$ cat config.mk
export PLATFORM = sky130hd
export DESIGN_NAME = simpleuart_fifo
export DESIGN_NICKNAME = d
export VERILOG_FILES = /design/src/rtl/simpleuart_pkg.sv /design/src/rtl/uart_fifo.sv /design/src/rtl/simpleuart_fifo.sv
export SDC_FILE = /design/constraint.sdc
export NUM_CORES = 1
export LEC_CHECK = 0
export ABC_AREA = 1
export BUFFER_PORTS_ARGS = -buffer_cell sky130_fd_sc_hd__buf_4
export CAP_MARGIN = 15
export CELL_PAD_IN_SITES_DETAIL_PLACEMENT = 1
export CELL_PAD_IN_SITES_GLOBAL_PLACEMENT = 1
export CORE_UTILIZATION = 50
export CTS_BUF_LIST = sky130_fd_sc_hd__clkbuf_8 sky130_fd_sc_hd__clkbuf_16
export DETAILED_ROUTE_END_ITERATION = 8
export GPL_ROUTABILITY_DRIVEN = 0
export PLACE_DENSITY = 0.95
export SKIP_LAST_GASP = 1
export SLEW_MARGIN = 40
export SYNTH_ARGS = -nofsm -noshare
export SYNTH_HDL_FRONTEND = slang
export SYNTH_SLANG_ARGS = --single-unit
$ cat constraint.sdc
create_clock -name clk -period 18.7 [get_ports clk]
set_clock_uncertainty 0.2 [all_clocks]
set_input_delay 0.935 -clock clk [delete_from_list [all_inputs] [get_ports clk]]
set_output_delay 0.935 -clock clk [all_outputs]
set_load 0.02 [all_outputs]
$ cat src/rtl/simpleuart_pkg.sv
// ---------------------------------------------------------------------------
// simpleuart_pkg: shared encodings for the configurable FIFO UART.  Rev 1.0
// ---------------------------------------------------------------------------
`default_nettype none

package simpleuart_pkg;

  localparam logic [1:0] c_PAR_NONE = 2'b00;
  localparam logic [1:0] c_PAR_EVEN = 2'b01;
  localparam logic [1:0] c_PAR_ODD  = 2'b10;

  localparam int c_CFG_PAR_LO = 2;
  localparam int c_CFG_STOP2  = 4;
  localparam int c_CFG_RXIE   = 5;
  localparam int c_CFG_TXIE   = 6;

  localparam int c_ST_OVR    = 0;
  localparam int c_ST_FERR   = 1;
  localparam int c_ST_PERR   = 2;
  localparam int c_ST_RXNE   = 3;
  localparam int c_ST_TXFULL = 4;
  localparam int c_ST_TXBUSY = 5;

  localparam logic [2:0] c_S_IDLE   = 3'd0;
  localparam logic [2:0] c_S_START  = 3'd1;
  localparam logic [2:0] c_S_DATA   = 3'd2;
  localparam logic [2:0] c_S_PARITY = 3'd3;
  localparam logic [2:0] c_S_STOP   = 3'd4;

  // Parity bit over data[last:0]; odd selects odd parity.
  function automatic logic par_calc(input logic [7:0] data, input logic [2:0] last,
                                    input logic odd);
    logic p;
    p = odd;
    for (int i = 0; i < 8; i++) begin
      if (i[2:0] <= last) p = p ^ data[i];
    end
    return p;
  endfunction

endpackage

`default_nettype wire

$ cat src/rtl/uart_fifo.sv
// ---------------------------------------------------------------------------
// uart_fifo: first-word-fall-through synchronous FIFO.  Rev 1.0
// ---------------------------------------------------------------------------
`default_nettype none

module uart_fifo #(
  parameter int WIDTH = 8,
  parameter int DEPTH = 16
) (
  input  logic                     clk,
  input  logic                     rst,
  input  logic                     i_push,
  input  logic [WIDTH-1:0]         i_wdata,
  input  logic                     i_pop,
  output logic [WIDTH-1:0]         o_rdata,
  output logic                     o_full,
  output logic                     o_empty,
  output logic [$clog2(DEPTH):0]   o_count
);

  localparam int c_AW = $clog2(DEPTH);
  localparam logic [c_AW:0] c_FULL = (c_AW + 1)'(DEPTH);

  logic [WIDTH-1:0] r_mem [DEPTH];
  logic [c_AW-1:0]  r_wr;
  logic [c_AW-1:0]  r_rd;
  logic [c_AW:0]    r_cnt;
  logic             w_pop;
  logic             w_push;

  // A pop in the same cycle frees a slot, so a push into a full FIFO still lands.
  assign w_pop  = i_pop && (r_cnt != '0);
  assign w_push = i_push && ((r_cnt != c_FULL) || w_pop);

  always_ff @(posedge clk) begin
    if (w_push) r_mem[r_wr] <= i_wdata;
  end

  always_ff @(posedge clk or posedge rst) begin
    if (rst) begin
      r_wr  <= '0;
      r_rd  <= '0;
      r_cnt <= '0;
    end else begin
      if (w_push) r_wr <= r_wr + 1'b1;
      if (w_pop)  r_rd <= r_rd + 1'b1;
      case ({w_push, w_pop})
        2'b10:   r_cnt <= r_cnt + 1'b1;
        2'b01:   r_cnt <= r_cnt - 1'b1;
        default: r_cnt <= r_cnt;
      endcase
    end
  end

  assign o_rdata = r_mem[r_rd];
  assign o_full  = (r_cnt == c_FULL);
  assign o_empty = (r_cnt == '0);
  assign o_count = r_cnt;

endmodule

`default_nettype wire

$ cat src/rtl/simpleuart_fifo.sv
// ---------------------------------------------------------------------------
// simpleuart_fifo: UART with runtime framing, TX/RX FIFOs, sticky errors, irq.
// Rev 1.0
// ---------------------------------------------------------------------------
`default_nettype none

module simpleuart_fifo
  import simpleuart_pkg::*;
#(
  parameter logic [31:0] DEFAULT_DIV = 32'd104,
  parameter int          TX_DEPTH    = 16,
  parameter int          RX_DEPTH    = 16,
  parameter logic [31:0] DEFAULT_CFG = 32'h0000_0003
) (
  input  logic        clk,
  input  logic        reset,
  output logic        ser_tx,
  input  logic        ser_rx,
  input  logic [3:0]  reg_div_we,
  input  logic [31:0] reg_div_di,
  output logic [31:0] reg_div_do,
  input  logic        reg_cfg_we,
  input  logic [31:0] reg_cfg_di,
  output logic [31:0] reg_cfg_do,
  input  logic        reg_dat_we,
  input  logic        reg_dat_re,
  input  logic [31:0] reg_dat_di,
  output logic [31:0] reg_dat_do,
  output logic        reg_dat_wait,
  input  logic        reg_stat_we,
  input  logic [31:0] reg_stat_di,
  output logic [31:0] reg_stat_do,
  output logic        irq
);

  logic [31:0] r_div;
  logic [6:0]  r_cfg;
  logic [31:0] w_period;
  logic [2:0]  w_cfg_last;

  always_ff @(posedge clk or posedge reset) begin
    if (reset) begin
      r_div <= DEFAULT_DIV;
      r_cfg <= DEFAULT_CFG[6:0];
    end else begin
      for (int b = 0; b < 4; b++) begin
        if (reg_div_we[b]) r_div[b*8 +: 8] <= reg_div_di[b*8 +: 8];
      end
      if (reg_cfg_we) r_cfg <= reg_cfg_di[6:0];
    end
  end

  assign w_period   = (r_div < 32'd4) ? 32'd4 : r_div;
  assign w_cfg_last = {1'b0, r_cfg[1:0]} + 3'd4;

  // ---------------- receiver ----------------
  logic        r_rx_s1, r_rx_s2;
  logic [2:0]  r_rx_state, r_rx_last, r_rx_bit;
  logic [31:0] r_rx_per, r_rx_cnt;
  logic [1:0]  r_rx_par;
  logic [7:0]  r_rx_data;
  logic        r_rx_perr, r_rx_hold;
  logic        w_rx_tick, w_rx_half, w_rx_par_en, w_rx_push, w_rx_pop;
  logic [9:0]  w_rx_wdata, w_rx_rdata;
  logic        w_rx_full, w_rx_empty;
  logic [$clog2(RX_DEPTH):0] w_rx_count;

  assign w_rx_tick   = (r_rx_cnt == r_rx_per - 32'd1);
  assign w_rx_half   = (r_rx_cnt == (r_rx_per >> 1) - 32'd1);
  assign w_rx_par_en = (r_rx_par == c_PAR_EVEN) || (r_rx_par == c_PAR_ODD);
  assign w_rx_push   = (r_rx_state == c_S_STOP) && w_rx_tick;
  assign w_rx_wdata  = {r_rx_perr, ~r_rx_s2, r_rx_data};
  assign w_rx_pop    = reg_dat_re && !w_rx_empty;

  always_ff @(posedge clk or posedge reset) begin
    if (reset) begin
      r_rx_s1    <= 1'b1;
      r_rx_s2    <= 1'b1;
      r_rx_state <= c_S_IDLE;
      r_rx_per   <= 32'd4;
      r_rx_cnt   <= '0;
      r_rx_last  <= 3'd7;
      r_rx_par   <= c_PAR_NONE;
      r_rx_bit   <= '0;
      r_rx_data  <= '0;
      r_rx_perr  <= 1'b0;
      r_rx_hold  <= 1'b0;
    end else begin
      r_rx_s1 <= ser_rx;
      r_rx_s2 <= r_rx_s1;
      case (r_rx_state)
        c_S_IDLE: begin
          r_rx_cnt <= '0;
          // After a framing error the line must return high before re-arming.
          if (r_rx_hold) begin
            if (r_rx_s2) r_rx_hold <= 1'b0;
          end else if (!r_rx_s2) begin
            r_rx_state <= c_S_START;
            r_rx_per   <= w_period;
            r_rx_last  <= w_cfg_last;
            r_rx_par   <= r_cfg[c_CFG_PAR_LO +: 2];
            r_rx_bit   <= '0;
            r_rx_data  <= '0;
            r_rx_perr  <= 1'b0;
          end
        end
        c_S_START: begin
          if (w_rx_half) begin
            r_rx_cnt   <= '0;
            r_rx_state <= r_rx_s2 ? c_S_IDLE : c_S_DATA;
          end else r_rx_cnt <= r_rx_cnt + 32'd1;
        end
        c_S_DATA: begin
          if (w_rx_tick) begin
            r_rx_cnt            <= '0;
            r_rx_data[r_rx_bit] <= r_rx_s2;
            if (r_rx_bit == r_rx_last) r_rx_state <= w_rx_par_en ? c_S_PARITY : c_S_STOP;
            else r_rx_bit <= r_rx_bit + 3'd1;
          end else r_rx_cnt <= r_rx_cnt + 32'd1;
        end
        c_S_PARITY: begin
          if (w_rx_tick) begin
            r_rx_cnt   <= '0;
            r_rx_perr  <= r_rx_s2 != par_calc(r_rx_data, r_rx_last, r_rx_par == c_PAR_ODD);
            r_rx_state <= c_S_STOP;
          end else r_rx_cnt <= r_rx_cnt + 32'd1;
        end
        c_S_STOP: begin
          if (w_rx_tick) begin
            r_rx_cnt   <= '0;
            r_rx_hold  <= !r_rx_s2;
            r_rx_state <= c_S_IDLE;
          end else r_rx_cnt <= r_rx_cnt + 32'd1;
        end
        default: r_rx_state <= c_S_IDLE;
      endcase
    end
  end

  uart_fifo #(.WIDTH(10), .DEPTH(RX_DEPTH)) u_rx_fifo (
    .clk(clk), .rst(reset), .i_push(w_rx_push), .i_wdata(w_rx_wdata), .i_pop(w_rx_pop),
    .o_rdata(w_rx_rdata), .o_full(w_rx_full), .o_empty(w_rx_empty), .o_count(w_rx_count)
  );

  // ---------------- transmitter ----------------
  logic [2:0]  r_tx_state, r_tx_last, r_tx_bit;
  logic [31:0] r_tx_per, r_tx_cnt;
  logic        r_tx_par_en, r_tx_stop2, r_tx_pbit, r_tx_out;
  logic [7:0]  r_tx_shift;
  logic        w_tx_tick, w_tx_end, w_tx_pop, w_tx_push, w_tx_busy;
  logic [7:0]  w_tx_rdata;
  logic        w_tx_full, w_tx_empty;
  logic [$clog2(TX_DEPTH):0] w_tx_count;

  assign w_tx_tick = (r_tx_cnt == r_tx_per - 32'd1);
  assign w_tx_end  = (r_tx_state == c_S_STOP) && w_tx_tick && !(r_tx_stop2 && r_tx_bit == 3'd0);
  // Popping at the end of the last stop bit gives back-to-back frames.
  assign w_tx_pop  = !w_tx_empty && ((r_tx_state == c_S_IDLE) || w_tx_end);
  assign w_tx_push = reg_dat_we && !w_tx_full;
  assign w_tx_busy = !w_tx_empty || (r_tx_state != c_S_IDLE);

  always_ff @(posedge clk or posedge reset) begin
    if (reset) begin
      r_tx_state  <= c_S_IDLE;
      r_tx_out    <= 1'b1;
      r_tx_per    <= 32'd4;
      r_tx_cnt    <= '0;
      r_tx_last   <= 3'd7;
      r_tx_bit    <= '0;
      r_tx_par_en <= 1'b0;
      r_tx_stop2  <= 1'b0;
      r_tx_pbit   <= 1'b0;
      r_tx_shift  <= '0;
    end else if (w_tx_pop) begin
      r_tx_state  <= c_S_START;
      r_tx_out    <= 1'b0;
      r_tx_cnt    <= '0;
      r_tx_bit    <= '0;
      r_tx_per    <= w_period;
      r_tx_last   <= w_cfg_last;
      r_tx_par_en <= (r_cfg[c_CFG_PAR_LO +: 2] == c_PAR_EVEN) ||
                     (r_cfg[c_CFG_PAR_LO +: 2] == c_PAR_ODD);
      r_tx_stop2  <= r_cfg[c_CFG_STOP2];
      r_tx_shift  <= w_tx_rdata;
      r_tx_pbit   <= par_calc(w_tx_rdata, w_cfg_last, r_cfg[c_CFG_PAR_LO +: 2] == c_PAR_ODD);
    end else begin
      r_tx_cnt <= w_tx_tick ? 32'd0 : r_tx_cnt + 32'd1;
      case (r_tx_state)
        c_S_IDLE: begin
          r_tx_out <= 1'b1;
          r_tx_cnt <= '0;
        end
        c_S_START: if (w_tx_tick) begin
          r_tx_state <= c_S_DATA;
          r_tx_out   <= r_tx_shift[0];
        end
        c_S_DATA: if (w_tx_tick) begin
          if (r_tx_bit == r_tx_last) begin
            r_tx_state <= r_tx_par_en ? c_S_PARITY : c_S_STOP;
            r_tx_out   <= r_tx_par_en ? r_tx_pbit : 1'b1;
            r_tx_bit   <= '0;
          end else begin
            r_tx_bit   <= r_tx_bit + 3'd1;
            r_tx_shift <= r_tx_shift >> 1;
            r_tx_out   <= r_tx_shift[1];
          end
        end
        c_S_PARITY: if (w_tx_tick) begin
          r_tx_state <= c_S_STOP;
          r_tx_out   <= 1'b1;
        end
        c_S_STOP: if (w_tx_tick) begin
          if (r_tx_stop2 && r_tx_bit == 3'd0) r_tx_bit <= 3'd1;
          else r_tx_state <= c_S_IDLE;
        end
        default: r_tx_state <= c_S_IDLE;
      endcase
    end
  end

  uart_fifo #(.WIDTH(8), .DEPTH(TX_DEPTH)) u_tx_fifo (
    .clk(clk), .rst(reset), .i_push(w_tx_push), .i_wdata(reg_dat_di[7:0]), .i_pop(w_tx_pop),
    .o_rdata(w_tx_rdata), .o_full(w_tx_full), .o_empty(w_tx_empty), .o_count(w_tx_count)
  );

  // ---------------- status, flags, irq ----------------
  logic       r_ovr, r_ferr, r_perr, r_irq;
  logic [2:0] w_clr;
  logic [8:0] w_rx_cnt9, w_tx_cnt9;
  logic [7:0] w_rx_cnt8, w_tx_cnt8;
  logic       w_unused;

  assign w_clr = reg_stat_we ? reg_stat_di[2:0] : 3'b000;

  // Set wins over a simultaneous write-1-to-clear.
  always_ff @(posedge clk or posedge reset) begin
    if (reset) begin
      r_ovr  <= 1'b0;
      r_ferr <= 1'b0;
      r_perr <= 1'b0;
      r_irq  <= 1'b0;
    end else begin
      r_ovr  <= (r_ovr  && !w_clr[c_ST_OVR])  || (w_rx_push && w_rx_full && !w_rx_pop);
      r_ferr <= (r_ferr && !w_clr[c_ST_FERR]) || (w_rx_push && !r_rx_s2);
      r_perr <= (r_perr && !w_clr[c_ST_PERR]) || (w_rx_push && r_rx_perr);
      r_irq  <= (r_cfg[c_CFG_RXIE] && !w_rx_empty) || (r_cfg[c_CFG_TXIE] && !w_tx_busy);
    end
  end

  assign w_rx_cnt9 = 9'(w_rx_count);
  assign w_tx_cnt9 = 9'(w_tx_count);
  assign w_rx_cnt8 = w_rx_cnt9[8] ? 8'hFF : w_rx_cnt9[7:0];
  assign w_tx_cnt8 = w_tx_cnt9[8] ? 8'hFF : w_tx_cnt9[7:0];

  assign ser_tx       = r_tx_out;
  assign irq          = r_irq;
  assign reg_div_do   = r_div;
  assign reg_cfg_do   = {25'b0, r_cfg};
  assign reg_dat_do   = w_rx_empty ? 32'hFFFF_FFFF : {22'b0, w_rx_rdata};
  assign reg_dat_wait = reg_dat_we && w_tx_full;
  assign reg_stat_do  = {8'b0, w_tx_cnt8, w_rx_cnt8, 2'b0, w_tx_busy, w_tx_full,
                         !w_rx_empty, r_perr, r_ferr, r_ovr};

  assign w_unused = ^{reg_cfg_di[31:7], reg_dat_di[31:8], reg_stat_di[31:3]};

endmodule

`default_nettype wire

==> run summary <==
Outcome: finished clean
# nets final: 3,214
Number of CTS-inserted buffers: 55
# port buffers: 150
Detail Route Antenna Nets: 0
Pre-antenna DRT Iters: 6
Delay of the slowest critical-path stage: 0.56 ns
Grt ovf: 0
Initial Util: 50.67%
CTS H-tree lvls: 2
HPWL after DPL: 58,590 um
Die Y-Extent: 235.8 um
FF+latch count, synth: 527
GRT Resource Usage Total: 31.38%
Vias in the first global route: 24.21k
Layout area overhead: 12.04%
Placed inst area: 28,670 um2
Via count: 22.51k
Peak VDD IR: 0.1098 mV
Leak: 13.10 nW
Design area: 30,610 um2
Layout Cells excl Fill: 3,787
CP required: 19.07 ns
Clock Latency Late Sink: 0.65 ns
Die width: 235.8 um
TritonCTS clock tree: built
Final min period: 5.736 ns
Count of final setup violators: 0
I/O Pins: 270
Worst path bufs/invs: 2
Layout cells sized above 1: 12.59%
Slowest cell on crit path: nand2_2
DRC: 0
Die area: 55,580 um2
Pwr dens: 140.2 nW/um2
Arrival @ worst endpoint: 6.10 ns
Slew Limit Fails: 0
Worst-case clock buffer depth: 3
Slew headroom: 44.34%
Hold-fix buffers, CTS: 0
Post-Syn Instances: 2,957
Worst setup margin: 12.96 ns
Initial antenna violation count: 0
Fmax: 174.3 MHz
RSZ-0062 raised after global routing: false
Worst slew pin tran: 0.8299 ns
Cell Area, Synth: 27,320 um2
Syn_area_per_cell: 9.240 um2
Post-CTS Resized: 0
DRT iter0 DRCs: 1,622
Final hold violations: 0
Crit end category: register
Startpoint types: register
Number of post-CTS setup repair buffers: 0
Overall Power: 4.292 mW
Max-cap viol count: 0
Dpl cells: 3,684
Distinct cells, synth: 60
Largest net degree at the start of global routing: 100
Dpl ws: 12.93 ns
Via/cell ratio: 5.943
Register area share after synthesis: 53.61%
Rows: 85
Synthesis Warnings: 0
Worst-path cell chain: inv_1, ha_1, nand2_1, nor3_2, nand2_1, nor3_1, xor2_1, nand3_1, nor2_1, nand3_2, nand2_2, nand2_8, inv_2, ha_1, ha_1, nand2_1, nor2_1, a211oi_1, nor2_1, nor2_1, xor2_1
Fin Setup TNS: 0 ns
Post-synth EDFFs: 288
Core area: 53,920 um2
Main synth FF type: edfxtp_1
Clock root buffer: clkbuf_16
Most frequent CP cell: nor2_1
Clock sinks: 527
Cell family with most CP delay: simple AND/OR/NAND/NOR gates
Worst-path maximum fanout: 80
Hold crit path type: register to register
Routed len/inst: 23.12 um
Final worst-path cycle share: 30.68%
First-pass GRT wire length: 136,400 um
CTS clk-pin slew, worst paths: 0.07 ns
Crit path kind: register to register
Asr flop ratio synth: 45.35%
Final wirelength: 87,550 um
==> metal layers <==
| layer | vias to the layer above | wire, um | track usage, % |
|---|---|---|---|
| met5 | - | 0 | 0 |
| met4 | 0 | 4579 | 16.30 |
| met3 | 313 | 5110 | 4.526 |
| met2 | 967 | 44140 | 54.71 |
| met1 | 11287 | 33720 | 37.72 |
| li1 | 9938 | - | - |
==> kinds of logic after synthesis <==
logic type,share of synthesized area (%)
AO/OA/AOI/OAI,7.666
XOR/XNOR,6.984
adder cells (fa/ha/maj),1.429
buffers and inverters,6.920
flip-flops,53.61
multiplexers,1.465
other,0.01373
AND/OR/NAND/NOR,21.91
==> Yosys cell counts, types with 12 or more instances <==
cell type	instances	area (um2)
xor2_1	159	1393
nand4_1	48	300.3
o221ai_1	44	385.4
nand3_1	173	865.8
o22ai_1	13	81.33
o21ai_1	24	120.1
nor2_4	12	135.1
clkbuf_1	80	300.3
nor2_1	396	1486
nor4_1	16	100.1
xnor2_1	51	446.7
buf_4	71	533.0
inv_1	242	908.4
dfrtp_1	225	5630
nor3_1	49	245.2
edfxtp_1	288	8648
a21oi_1	33	165.2
nand2_1	582	2185
o21ai_0	215	1076
nor2_2	25	156.4
nand2_2	16	100.1
mux2i_1	40	400.4
dfstp_2	14	367.9
ha_1	28	350.3
==> where the power goes <==
group | internal, mW | total, mW | switching [mW]
Clock | 0.648 | 1.16 | 0.507
Combinational | 0.495 | 1.56 | 1.07
Sequential | 1.37 | 1.58 | 0.202
Total | 2.52 | 4.29 | 1.77
==> per-stage QoR <==
| stage | hold slack [ns] | util, % |
|---|---|---|
| after floorplan | 0.1452 | - |
| after global placement | 0.1483 | 53.07 |
| after detailed placement | 0.1479 | 53.16 |
| after CTS | 0.1588 | 56.68 |
| after global routing | 0.1596 | 56.77 |
| final | 0.1568 | 56.77 |
==> registers in the layout, summed over array words and instances, names as in the netlist, 8 cells and up <==
name and cells:
r_tx_shift 8, u_rx_fifo.r_mem 160, r_tx_per 32, r_tx_cnt 32
r_rx_cnt 32, r_rx_data 8, r_rx_per 32, reg_div_do 32
u_tx_fifo.r_mem 128
==> placed cells by master (no fill, tap or decap), types with 5 or more instances in the layout <==
cell type	count
ha_1	28
nand4_1	48
mux2i_1	40
o21bai_1	6
a21oi_1	33
o21ai_1	25
nor2_4	13
xnor2_1	51
inv_1	249
o22ai_1	13
nand2_1	581
nand3_2	5
nand3b_1	7
bufinv_16	6
nand3_1	173
nor3_1	49
or2_2	7
conb_1	41
buf_4	159
nor4_1	16
dfstp_2	14
a211oi_1	7
clkbuf_16	55
inv_2	6
dfrtp_1	222
nor2_1	365
nor3b_1	9
clkinv_2	13
o21ai_2	5
o21ai_0	214
nand2_2	17
xor2_1	159
nor2_2	55
edfxtp_1	288
clkbuf_8	5
o221ai_1	44
==> final cells by class <==
class	count	area [um2]
Clock inverter	42	452.9
Timing Repair Buffer	161	1216
Sequential cell	527	14650
Tap cell	696	870.8
Fill cell	5985	23310
Antenna cell	1	2.502
Clock buffer	60	1445
Multi-Input combinational cell	2050	11030
Inverter	250	945.9
==> worst paths after layout <==
kind	startpoint	endpoint	slack [ns]	cells after the start
worst min-delay path	r_rx_s1	r_rx_s2	0.16	0
min in group asynchronous	reset	r_tx_cnt[24]	0.20	2
worst max register to register	r_tx_per[0]	u_tx_fifo.o_count[4]	12.96	21
worst max-delay path	r_tx_per[0]	u_tx_fifo.o_count[4]	12.96	21
worst min register to register	r_rx_s1	r_rx_s2	0.16	0
max in group asynchronous	reset	u_rx_fifo.r_rd[1]	16.88	3
(Power assumes the default switching activity.)
